$ cat src/rtl/audio_avg_pkg.sv
// Shared definitions for the audio magnitude averager.
//   - default widths for sample, window and published result
//   - derived widths for the magnitude and the accumulator
//   - output handshake FSM state encoding
package audio_avg_pkg;

  localparam int SAMPLE_WIDTH_DEF = 16;
  localparam int LOG2_WINDOW_DEF  = 8;
  localparam int OUT_WIDTH_DEF    = 8;

  localparam int MAG_WIDTH = SAMPLE_WIDTH_DEF - 1;
  localparam int ACC_WIDTH = SAMPLE_WIDTH_DEF - 1 + LOG2_WINDOW_DEF;

  typedef enum logic {
    ST_EMPTY = 1'b0,
    ST_FULL  = 1'b1
  } state_e;

  // Accumulator width that holds a full window of maximum magnitudes without overflow.
  function automatic int acc_width(input int sample_w, input int log2_win);
    return sample_w - 1 + log2_win;
  endfunction

endpackage

$ cat src/rtl/abs_saturate.sv
// Combinational saturated absolute value of a two's-complement input.
//   x_i   [WIDTH-1:0]  signed input
//   mag_o [WIDTH-2:0]  unsigned magnitude; the most negative input clamps to all-ones
module abs_saturate #(
  parameter int WIDTH = 16
) (
  input  logic [WIDTH-1:0] x_i,
  output logic [WIDTH-2:0] mag_o
);

  logic is_min;

  assign is_min = (x_i == {1'b1, {(WIDTH-1){1'b0}}});

  // For negative inputs the low WIDTH-1 bits of the two's-complement negation
  // are the magnitude; the carry into the sign bit is intentionally dropped.
  always_comb begin
    mag_o = x_i[WIDTH-2:0];
    if (is_min)
      mag_o = '1;
    else if (x_i[WIDTH-1])
      mag_o = ~x_i[WIDTH-2:0] + (WIDTH-1)'(1);
  end

endmodule

$ cat src/rtl/audio_magnitude_averager.sv
// Mean absolute magnitude of an audio stream over a 2^LOG2_WINDOW sample window,
// published with a ready/acknowledge handshake for a firmware reader.
//   clk, reset    clock and synchronous active-high reset
//   sample_valid  sample qualifier, may be high every cycle
//   sample        signed audio sample
//   rd_ack        one-cycle pulse: reader has consumed avg_data
//   avg_data      top OUT_WIDTH bits of the latest window mean magnitude
//   avg_ready     an unread result is present
//   overrun       sticky: a result was replaced before it was acknowledged
module audio_magnitude_averager
  import audio_avg_pkg::*;
#(
  parameter int SAMPLE_WIDTH = SAMPLE_WIDTH_DEF,
  parameter int LOG2_WINDOW  = LOG2_WINDOW_DEF,
  parameter int OUT_WIDTH    = OUT_WIDTH_DEF
) (
  input  logic                    clk,
  input  logic                    reset,
  input  logic                    sample_valid,
  input  logic [SAMPLE_WIDTH-1:0] sample,
  input  logic                    rd_ack,
  output logic [OUT_WIDTH-1:0]    avg_data,
  output logic                    avg_ready,
  output logic                    overrun
);

  localparam int MW = SAMPLE_WIDTH - 1;
  localparam int AW = acc_width(SAMPLE_WIDTH, LOG2_WINDOW);

  // Stage 1: registered magnitude
  logic [MW-1:0] abs_w, abs_q;
  logic          abs_vld_q;

  abs_saturate #(.WIDTH(SAMPLE_WIDTH)) u_abs (
    .x_i   (sample),
    .mag_o (abs_w)
  );

  always_ff @(posedge clk) begin
    if (reset) begin
      abs_q     <= '0;
      abs_vld_q <= 1'b0;
    end else begin
      abs_vld_q <= sample_valid;
      if (sample_valid) abs_q <= abs_w;
    end
  end

  // Stage 2: window accumulation
  logic [AW-1:0]          acc_q, acc_d, sum_w;
  logic [LOG2_WINDOW-1:0] cnt_q, cnt_d;
  logic [OUT_WIDTH-1:0]   avg_q, avg_d;
  logic                   publish;

  assign sum_w = acc_q + AW'(abs_q);

  // The mean is sum >> LOG2_WINDOW; its top OUT_WIDTH bits are simply the
  // top OUT_WIDTH bits of the sum, so no explicit shift is needed.
  always_comb begin
    acc_d   = acc_q;
    cnt_d   = cnt_q;
    avg_d   = avg_q;
    publish = 1'b0;
    if (abs_vld_q) begin
      cnt_d = cnt_q + LOG2_WINDOW'(1);
      if (&cnt_q) begin
        publish = 1'b1;
        acc_d   = '0;
        avg_d   = sum_w[AW-1 -: OUT_WIDTH];
      end else begin
        acc_d = sum_w;
      end
    end
  end

  always_ff @(posedge clk) begin
    if (reset) begin
      acc_q <= '0;
      cnt_q <= '0;
      avg_q <= '0;
    end else begin
      acc_q <= acc_d;
      cnt_q <= cnt_d;
      avg_q <= avg_d;
    end
  end

  // Output handshake FSM
  state_e state_q, state_d;
  logic   ovr_q, ovr_d;

  always_comb begin
    state_d = state_q;
    ovr_d   = ovr_q;
    if (state_q == ST_EMPTY) begin
      if (publish) state_d = ST_FULL;
    end else begin
      if (publish) begin
        // A coincident ack consumed the old value, so it is not an overrun.
        if (!rd_ack) ovr_d = 1'b1;
      end else if (rd_ack) begin
        state_d = ST_EMPTY;
        ovr_d   = 1'b0;
      end
    end
  end

  always_ff @(posedge clk) begin
    if (reset) begin
      state_q <= ST_EMPTY;
      ovr_q   <= 1'b0;
    end else begin
      state_q <= state_d;
      ovr_q   <= ovr_d;
    end
  end

  assign avg_data  = avg_q;
  assign avg_ready = (state_q == ST_FULL);
  assign overrun   = ovr_q;

endmodule
$ cat config.mk
export PLATFORM = sky130hd
export DESIGN_NAME = audio_magnitude_averager
export DESIGN_NICKNAME = d
export VERILOG_FILES = /design/src/rtl/audio_avg_pkg.sv /design/src/rtl/abs_saturate.sv /design/src/rtl/audio_magnitude_averager.sv
export SDC_FILE = /design/constraint.sdc
export NUM_CORES = 1
export LEC_CHECK = 0
export CAP_MARGIN = 20
export CORE_MARGIN = 2
export CORE_UTILIZATION = 36
export DETAILED_ROUTE_END_ITERATION = 7
export PLACE_DENSITY_LB_ADDON = 0.12
export SYNTH_ARGS = -nofsm -noshare
export SYNTH_HDL_FRONTEND = slang
export SYNTH_SLANG_ARGS = --single-unit
export TNS_END_PERCENT = 30
$ cat constraint.sdc
create_clock -name clk -period 3.4 [get_ports clk]
set_input_delay 0.34 -clock clk [delete_from_list [all_inputs] [get_ports clk]]
set_output_delay 0.34 -clock clk [all_outputs]
set_load 0.02 [all_outputs]
== After elaboration in Yosys (flattened, before gate mapping) ==
Cells that the tools add are included.

* Register bits: 57
* Input bits: 20
* Logic and storage cells: 29

* Add/sub/neg operators: 3
* Reductions and logical operators: 4
* Multiplexer cells: 12
* Bitwise gates (word level): 1
* Equal/unequal tests: 2

{| class="wikitable"
|+ Operator list
! operator !! count
|-
| $mux 15 || 2
|-
| $add 23x15->23 || 1
|-
| $mux 23 || 1
|-
| $eq 16x16->1 const B || 1
|-
| $add 15x1->15 const B || 1
|-
| $not 15->15 || 1
|-
| $mux 1 || 9
|-
| $reduce_and 9->1 || 1
|-
| $add 8x1->8 const B || 1
|-
| $reduce_and 8->1 || 1
|-
| $reduce_and 3->1 || 1
|-
| $ne 2x2->1 const B || 1
|-
| $reduce_bool 2->1 || 1
|}

== Logic depth before layout (Yosys ltp) ==
Gate-level depths: netlist of the first run.

* Depth after elaboration: 5
* Depth in mapped cells: 8

== By module ==
Synthesis of the first run repeated with hierarchy kept, for this count alone.

* Cell total of the unflattened synthesis: 455
* Area, all modules: 3,611.0 um2

{| class="wikitable"
|+ By module, submodules not included
! module !! cells an instance !! instances !! seq. area each (um2) !! area an instance (um2)
|-
| audio_magnitude_averager || 383 || 1 || 1,141.1 || 3,154.3
|-
| abs_saturate || 72 || 1 || 0.0 || 456.7
|}

== Worst setup path before layout of the first run ==
OpenSTA, ideal clock, no wires.

* Path type: input port to flip-flop
* From: input port sample[3]
* To: register abs_q[10]
* Arrival time: 2.351 ns
* Path slack: 0.968 ns
* Stages on the path: 6
* Required time: 3.319 ns
* Library setup time: 0.081 ns
* Cells stage by stage: or4_4 > or3_4 > or4_4 > o31a_4 > buf_6 > a211oi_2

* Cells in the longest elaborated chain, start to end: 4
* Elaborated cells between the ends (all ways): 5
* Those cells by class: add/sub (1); eq/ne (1); mux (2); bitwise (1)

{| class="wikitable"
|+ Ends and longest elaborated chain
! element !! line !! text
|-
| start: declaration || audio_magnitude_averager.sv:20 || <nowiki>input logic [SAMPLE_WIDTH-1:0] sample,</nowiki>
|-
| $not 15->15 || abs_saturate.sv:22 || <nowiki>mag_o = ~x_i[WIDTH-2:0] + (WIDTH-1)'(1);</nowiki>
|-
| $add 15x1->15 || abs_saturate.sv:22 ||
|-
| $mux 15 || abs_saturate.sv:21 || <nowiki>else if (x_i[WIDTH-1])</nowiki>
|-
| $mux 15 (*) || abs_saturate.sv:19 || <nowiki>if (is_min)</nowiki>
|-
| end signal: assignment || audio_magnitude_averager.sv:45 || <nowiki>if (sample_valid) abs_q <= abs_w;</nowiki>
|-
| end: declaration || audio_magnitude_averager.sv:31 || <nowiki>logic [MW-1:0] abs_w, abs_q;</nowiki>
|}

Mark *: on every way between the ends. The rest lies on a longest branch, timed or not.
A chain may end at the register's enable or synchronous reset.

== Worst setup path after layout of the first run ==
* From: input port sample[3]
* To: register abs_q[0]

* Cells in the longest elaborated chain, start to end: 2

{| class="wikitable"
|+ Ends and longest elaborated chain
! element !! line !! text
|-
| $eq 16x16->1 || abs_saturate.sv:13 || <nowiki>assign is_min = (x_i == {1'b1, {(WIDTH-1){1'b0}}});</nowiki>
|-
| $mux 15 || abs_saturate.sv:19 ||
|}

No other way between the ends.

==> results of run 1 <==
flip-flops by register name, summed over array words and instances, names as in the netlist:
register   count
overrun        1
avg_ready      1
cnt_q          8
avg_data       8
abs_q         15
acc_q         23
abs_vld_q      1
synthesized netlist by cell type (6+ instances only):
master / number / area share, %
a211oi_2: 10 / 3.6
o211ai_1: 10 / 2.2
or3_1: 6 / 1.1
o21ai_0: 19 / 2.8
dfxtp_1: 57 / 33
a31oi_1: 6 / 1.1
clkbuf_1: 17 / 1.9
nand3_1: 14 / 2.0
a21o_1: 7 / 1.5
a211oi_1: 7 / 1.5
xnor2_1: 11 / 2.8
nand4_1: 7 / 1.3
nand2_1: 29 / 3.2
nor2_1: 44 / 4.8
nand2b_1: 7 / 1.3
nor2b_1: 12 / 2.2
a21oi_1: 31 / 4.5
xor2_1: 18 / 4.6
inv_1: 9 / 0.98
ha_1: 18 / 6.5
power breakdown:
group / switching, mW / leakage (nW) / total, mW / internal [mW]
clock network: 0.278 / 0.115 / 0.728 / 0.450
registers: 0.0183 / 0.465 / 0.712 / 0.694
logic: 0.125 / 0.969 / 0.222 / 0.0969
worst reg2reg max path, stage by stage (launching register included):
cell and delay, ns:
dfxtp_1 0.32, ha_1 0.24, fa_1 0.43, a211oi_1 0.30, nor2_1 0.11, a221oi_1 0.51
o211a_1 0.33, xor2_1 0.16, o21ai_0 0.08
cell type report:
type                    count  area, um^2  share of cell area [%]
repair buffers             34         328                    8.03
well taps                 129         161                    3.95
clock buffers              11         151                    3.71
flip-flops and latches     57        1140                    27.9
multi-input cells         323        2190                    53.6
clock inverters             5        77.6                    1.90
inverters                   9        33.8                   0.827
routing by layer:
metal | global-route usage (%) | share of wire, %
met5 | 0 | 0
met4 | 5.03 | 0.50
met3 | 4.24 | 2.9
met2 | 29.3 | 49
met1 | 21.4 | 47
metrics by stage:
| step | worst slack, ns | hold WS [ns] | instance area, um^2 |
|---|---|---|---|
| after floorplan | 0.968 | 0.429 | 3450 |
| after global placement | 0.393 | 0.443 | 3850 |
| after detailed placement | 0.342 | 0.450 | 3850 |
| after CTS | 0.695 | 0.465 | 4080 |
| after global routing | 0.580 | 0.479 | 4080 |
| final | 0.691 | 0.459 | 4080 |
path summary, 6_finish.rpt:
kind,startpoint,end,slack (ns),depth (start not counted)
hold / removal,avg_data[6],avg_data[6],0.46,2
hold reg to reg,avg_data[6],avg_data[6],0.46,2
setup / recovery,sample[3],abs_q[0],0.69,6
setup reg to reg,abs_q[0],avg_data[1],0.80,8
kinds of logic (layout without fill, tap and decap cells):
family,Yosys count,in the layout,synth area share [%]
XOR/XNOR,29,29,7.37
multiplexers,5,5,1.49
flip-flops,57,57,33.1
AND/OR/NAND/NOR,147,147,21.7
adder cells (fa/ha/maj),19,19,7.11
AO/OA/AOI/OAI,123,123,25.8
buffers and inverters,29,59,3.38
==> flow_summary.json, run 1 <==
{
  "syn_avg_cell_area_um2": 8.43,
  "portBuffers": 29,
  "die_w_um": 102,
  "start_kind": "input pin",
  "syn_inst": 409,
  "crit_arrival_ns": 2.96,
  "hold_class": "flip-flop to flip-flop",
  "power.leakage_nw": 1.55,
  "cpPeakStageDelay_ns": 0.58,
  "final_cell_mix": "dfxtp_1, nor2_1, a21oi_1",
  "grt_start_max_net_pins": 33,
  "worst-path-buf-inv": 1,
  "synthArstFlopShare_pct": 0,
  "vdd_drop_max_mv": 0.190,
  "power_mw": 1.66,
  "cp_common_cell": "or4_4",
  "ctsResizeCount": 0,
  "max_freq_ghz": 0.369,
  "worstSkewPairLatency_ns": 0.34,
  "path_class": "input pin to flip-flop",
  "num_vias": 3009,
  "drt_iter0_drc": 81,
  "nets": 473,
  "slew_viol_final": 0,
  "rows": 35,
  "drive_gt1_share_pct": 8.88,
  "layout.cells.non_filler": 568,
  "fin_skew_ns": 0.0126,
  "cp_max_fo": 14,
  "fp.dieArea_mm2": 0.0104,
  "dp_hpwl_mm": 5.93,
  "cts_htree_levels": 3,
  "first_pass_iters": 4,
  "tns_ns": 0,
  "final_common_cell": "dfxtp_1",
  "wl_per_cell_um": 14.2,
  "rsz0062_at_grt": "false",
  "grt_usage_pct": 17.1,
  "cts_sinks": 57,
  "ys_ff_latch": 57,
  "antenna_found_initial": 0,
  "seq_area_frac_synth_pct": 33.1,
  "crit_path_end_kind": "flip-flop",
  "path_cells": "clkdlybuf4s50_1 -> or4_4 -> or3_4 -> or4_4 -> o31a_4 -> a211oi_1",
  "path_delay_family": "simple AND/OR/NAND/NOR gates",
  "gp_congestion": 0.860,
  "grt_overflow": 0,
  "cts_tree": "built",
  "grt_pass1_vias": 3027,
  "initial_utilization_pct": 37.1,
  "hold_viol": 0,
  "post_drt_via_cell_ratio": 5.30,
  "routed_wl_mm": 8.04,
  "worst_pin_slew_ns": 1.02,
  "cts_setup_buffers": 0,
  "clockBufferDepth": 2,
  "ys.flop_type": "dfxtp_1",
  "antenna_left": 0,
  "relSlewSlack_pct": 31.8,
  "yosysWarnings": 0,
  "synth.distinct_cells": 54,
  "syn_to_final_growth_pct": 18.4,
  "path_clk_slew_ns": 0.07,
  "grt_pass1_wl_mm": 14.0,
  "synth_area_mm2": 0.00345,
  "antenna_cells": 0,
  "power_density_mw_per_mm2": 407,
  "syn_nets": 448,
  "utilization_pct": 44.0,
  "final.min_clock_period_ns": 2.71,
  "finalCritPeriodShare_pct": 79.7,
  "placed_cells": 552,
  "die_h_um": 102,
  "critical_path.slowest_cell": "or4_4",
  "status": "complete, no violations",
  "cap_violations": 0,
  "ctsHoldBuffers": 0,
  "drc": 0,
  "numCtsBuffers": 9,
  "cp.required_ns": 3.65,
  "core_mm2": 0.00928,
  "synth_edf_count": 0,
  "clock-root-buffer": "clkbuf_8",
  "io-pin-count": 30,
  "setup_violations": 0,
  "fillers": 971
}
No activity file was read; power rests on OpenSTA's default activity.
==> run 2, diff against run 1 <==
clock period = 2.3 ns   (was 3.4 ns; I/O delays follow)
==> flow_summary.json, run 2 (synthesis results as in run 1) <==
{
  "nets": 513,
  "grt_usage_pct": 17.6,
  "syn_to_final_growth_pct": 28.6,
  "antenna_cells": 0,
  "core_mm2": 0.00928,
  "die_w_um": 102,
  "start_kind": "flip-flop",
  "relSlewSlack_pct": 56.5,
  "worstSkewPairLatency_ns": 0.34,
  "clock-root-buffer": "clkbuf_8",
  "final_common_cell": "dfxtp_1",
  "cap_violations": 0,
  "vdd_drop_max_mv": 0.222,
  "path_delay_family": "compound AO/OA/AOI/OAI gates",
  "cts_htree_levels": 3,
  "io-pin-count": 30,
  "hold_class": "flip-flop to flip-flop",
  "fin_skew_ns": 0.00939,
  "rsz0062_at_grt": "true",
  "rows": 35,
  "drive_gt1_share_pct": 19.8,
  "max_freq_ghz": 0.441,
  "setup_violations": 0,
  "path_clk_slew_ns": 0.07,
  "finalCritPeriodShare_pct": 98.5,
  "antenna_found_initial": 0,
  "die_h_um": 102,
  "grt_pass1_wl_mm": 14.4,
  "clockBufferDepth": 2,
  "gp_congestion": 0.810,
  "grt_pass1_vias": 3063,
  "path_class": "flip-flop to flip-flop",
  "stdcell_area_mm2": 0.00443,
  "cpPeakStageDelay_ns": 0.40,
  "num_vias": 3175,
  "final_cell_mix": "dfxtp_1, buf_4, nor2_1",
  "cts_tree": "built",
  "routed_wl_mm": 8.59,
  "cp.required_ns": 2.52,
  "status": "complete, no violations",
  "largest-register": "acc_q",
  "ctsHoldBuffers": 0,
  "slew_viol_final": 0,
  "initial_utilization_pct": 37.1,
  "drt_iter0_drc": 117,
  "crit_arrival_ns": 2.49,
  "grt_start_max_net_pins": 33,
  "dp_hpwl_mm": 6.21,
  "antenna_left": 0,
  "path_cells": "ha_2 -> fa_2 -> a211oi_4 -> nor2_2 -> a221oi_2 -> buf_4 -> o211a_4 -> xor2_1 -> o21ai_0",
  "worst_pin_slew_ns": 0.650,
  "drc": 0,
  "placedInstanceArea_mm2": 0.00414,
  "worst-path-buf-inv": 1,
  "cts_sinks": 57,
  "post_drt_via_cell_ratio": 5.22,
  "power.leakage_nw": 1.75,
  "critical_path.slowest_cell": "fa_2",
  "hold_viol": 0,
  "grt_overflow": 0,
  "numCtsBuffers": 9,
  "largest_register_ffs": 23,
  "utilization_pct": 47.7,
  "top_regs": "acc_q x23, abs_q x15",
  "final.min_clock_period_ns": 2.27,
  "wl_per_cell_um": 14.1,
  "fp.dieArea_mm2": 0.0104,
  "first_pass_iters": 4,
  "cp_max_fo": 5,
  "crit_path_end_kind": "flip-flop",
  "power_density_mw_per_mm2": 536,
  "portBuffers": 29
}
run 2: cell count changes in the layout (fill, tap and decap cells not counted), sizes merged:
cell           change
clkinv             +2
bufinv             -1
clkbuf             -1
dlygate4sd2        +4
o31a               +1
clkdlybuf4s50      -4
buf               +39
run 2: area by class of cell:
class / count / area [um^2]
inverters: 9 / 33.8
repair buffers: 73 / 616
multi-input cells: 324 / 2280
clock buffers: 10 / 138
well taps: 129 / 161
fillers: 959 / 4850
flip-flops and latches: 57 / 1140
clock inverters: 6 / 57.6
run 2: power breakdown:
part           leakage, nW  switching (mW)  internal (mW)  total [mW]
Clock                0.102           0.411          0.521       0.932
Combinational         1.18           0.206          0.184       0.390
Sequential           0.465          0.0279           1.03        1.05
run 2: tightest hold or removal path, delay by kind of cell, from the launching register on:
family	cells	cell delay, ns
DFF	1	0.33
and+or+nand+nor	2	0.10
run 2: path summary, 6_finish.rpt:
| check | startpoint | cells after the start | slack [ns] | to |
|---|---|---|---|---|
| setup reg to reg | abs_q[0] | 9 | 0.03 | avg_data[1] |
| hold reg to reg | avg_data[6] | 2 | 0.45 | avg_data[6] |
| setup / recovery | abs_q[0] | 9 | 0.03 | avg_data[1] |
| hold / removal | avg_data[6] | 2 | 0.45 | avg_data[6] |
run 2: through the flow:
stage	total power, mW	TNS (ns)	setup WS, ns	instances	hold WS [ns]
floorplan	1.30	-0.236	-0.0220	409	0.391
global placement	1.44	-6.63	-0.480	590	0.442
detailed placement	1.45	-7.03	-0.521	590	0.445
CTS	2.39	0	0.00965	607	0.461
global route	2.49	-0.136	-0.0470	608	0.473
finish	2.38	0	0.0343	608	0.453
run 2: metal layers:
layer	global-route usage [%]	vias up	part of all wire, %
met5	0	-	0
li1	-	1636	-
met2	29.5	38	48
met4	6.67	0	1.9
met3	3.97	16	2.8
met1	22.0	1485	47
run 2: what timing repair did:
action / CTS / global route
setup buffers: 0 / 1
pin swaps: 6 / 7
resized for setup: 13 / 10
gates cloned: 1 / 0
endpoints found under the setup margin: 22 / 12
==> run 3, diff against run 2 <==
CORE_MARGIN = not set   (was 2)
==> flow_summary.json, run 3 (synthesis results as in run 1) <==
{
  "io-pin-count": 30,
  "cap_violations": 0,
  "path_cells": "ha_4 -> fa_2 -> a211oi_4 -> nor2_2 -> a221oi_2 -> buf_4 -> o211a_4 -> xor2_1 -> o21ai_1",
  "stdcell_area_mm2": 0.00447,
  "clock-root-buffer": "clkbuf_8",
  "cp.required_ns": 2.52,
  "path_delay_family": "compound AO/OA/AOI/OAI gates",
  "initial_utilization_pct": 37.3,
  "power_density_mw_per_mm2": 502,
  "vdd_drop_max_mv": 0.237,
  "antenna_left": 0,
  "drive_gt1_share_pct": 20.3,
  "hold_start": "avg_data[3]",
  "rows": 35,
  "hold_class": "flip-flop to flip-flop",
  "worstSkewPairLatency_ns": 0.34,
  "worst_slack_ns": 0.0637,
  "finalCritPeriodShare_pct": 97.2,
  "cts_tree": "built",
  "crit_path_end_kind": "flip-flop",
  "cts_htree_levels": 3,
  "final_common_cell": "dfxtp_1",
  "cpPeakStageDelay_ns": 0.40,
  "drt_iter0_drc": 105,
  "critical_path.slowest_cell": "fa_2",
  "fp.dieArea_mm2": 0.00997,
  "power.leakage_nw": 1.76,
  "numCtsBuffers": 9,
  "antenna_found_initial": 0,
  "crit_arrival_ns": 2.45,
  "grt_usage_pct": 18.5,
  "start_kind": "flip-flop",
  "hold_viol": 0,
  "grt_overflow": 0,
  "core_mm2": 0.00924,
  "post-place-ws_ns": -0.579,
  "post_drt_via_cell_ratio": 5.22,
  "grt_pass1_vias": 3223,
  "relSlewSlack_pct": 66.5,
  "cp_max_fo": 5,
  "drc": 0,
  "ctsHoldBuffers": 0,
  "fin_skew_ns": 0.00811,
  "gp_congestion": 0.791,
  "grt_pass1_wl_mm": 14.7,
  "worst-path-buf-inv": 1,
  "max_freq_ghz": 0.447,
  "reg2reg_from": "abs_q[0]",
  "placedInstanceArea_mm2": 0.00417,
  "clockBufferDepth": 2,
  "top_regs": "acc_q x23, abs_q x15",
  "final_cell_mix": "dfxtp_1, buf_4, nor2_1",
  "first_pass_iters": 6,
  "worst_pin_slew_ns": 0.501,
  "largest_register_ffs": 23,
  "critPathLaunch": "abs_q[0]",
  "num_vias": 3217,
  "fillers": 911,
  "status": "complete, no violations",
  "wl_per_cell_um": 13.7,
  "dp_hpwl_mm": 6.25,
  "die_w_um": 99.9,
  "power_mw": 2.24,
  "cts_sinks": 57,
  "die_h_um": 99.9,
  "rsz0062_at_grt": "true",
  "fin_hold_ws_ns": 0.450,
  "nets": 522,
  "path_class": "flip-flop to flip-flop",
  "routed_wl_mm": 8.45,
  "syn_to_final_growth_pct": 29.6,
  "slew_viol_final": 0,
  "portBuffers": 29,
  "utilization_pct": 48.3,
  "antenna_cells": 0,
  "largest-register": "acc_q",
  "path_clk_slew_ns": 0.06,
  "setup_violations": 0,
  "grt_start_max_net_pins": 37,
  "final.min_clock_period_ns": 2.24
}
-- run 3: power by group --
part	leakage [nW]	internal, mW	switching, mW
registers	0.466	1.03	0.0259
clock network	0.0778	0.417	0.368
logic	1.22	0.195	0.209
total	1.76	1.64	0.603
-- run 3: through the flow --
stage	cells	TNS, ns
2_1_floorplan	409	-0.236
3_3_place_gp	594	-6.66
6_report	616	0
5_1_grt	616	-0.0500
3_5_place_dp	594	-7.41
4_1_cts	613	0
-- run 3: layer usage --
layer	up-vias	part of all wire, %	GRT usage [%]
li1	1653	-	-
met1	1512	47	22.1
met2	37	48	32.3
met3	15	2.3	4.39
met4	0	2.1	6.67
met5	-	0	0
-- run 3: worst paths after layout --
kind              slack [ns]           to  depth (start not counted)
setup / recovery        0.06  avg_data[1]                          9
setup reg to reg        0.06  avg_data[1]                          9
hold reg to reg         0.45  avg_data[3]                          2
hold / removal          0.45  avg_data[3]                          2
-- run 3: final cells by class --
| cell class | instances | area (um^2) | area share (%) |
|---|---|---|---|
| Clock buffer | 15 | 156 | 3.50 |
| Inverter | 9 | 33.8 | 0.756 |
| Multi-Input combinational cell | 323 | 2270 | 50.8 |
| Sequential cell | 57 | 1140 | 25.6 |
| Tap cell | 129 | 161 | 3.61 |
| Timing Repair Buffer | 83 | 702 | 15.7 |
-- run 3: worst min-delay path: stages (launching register included) --
cell and delay (ns):
dfxtp_1 0.32, nand2_1 0.05, nand3_1 0.05
-- run 3: timing repair --
item | CTS | global route
buffers inserted | 4 | 3
pin swaps | 5 | 9
endpoints found under the setup margin | 21 | 20
gates resized for setup | 14 | 16
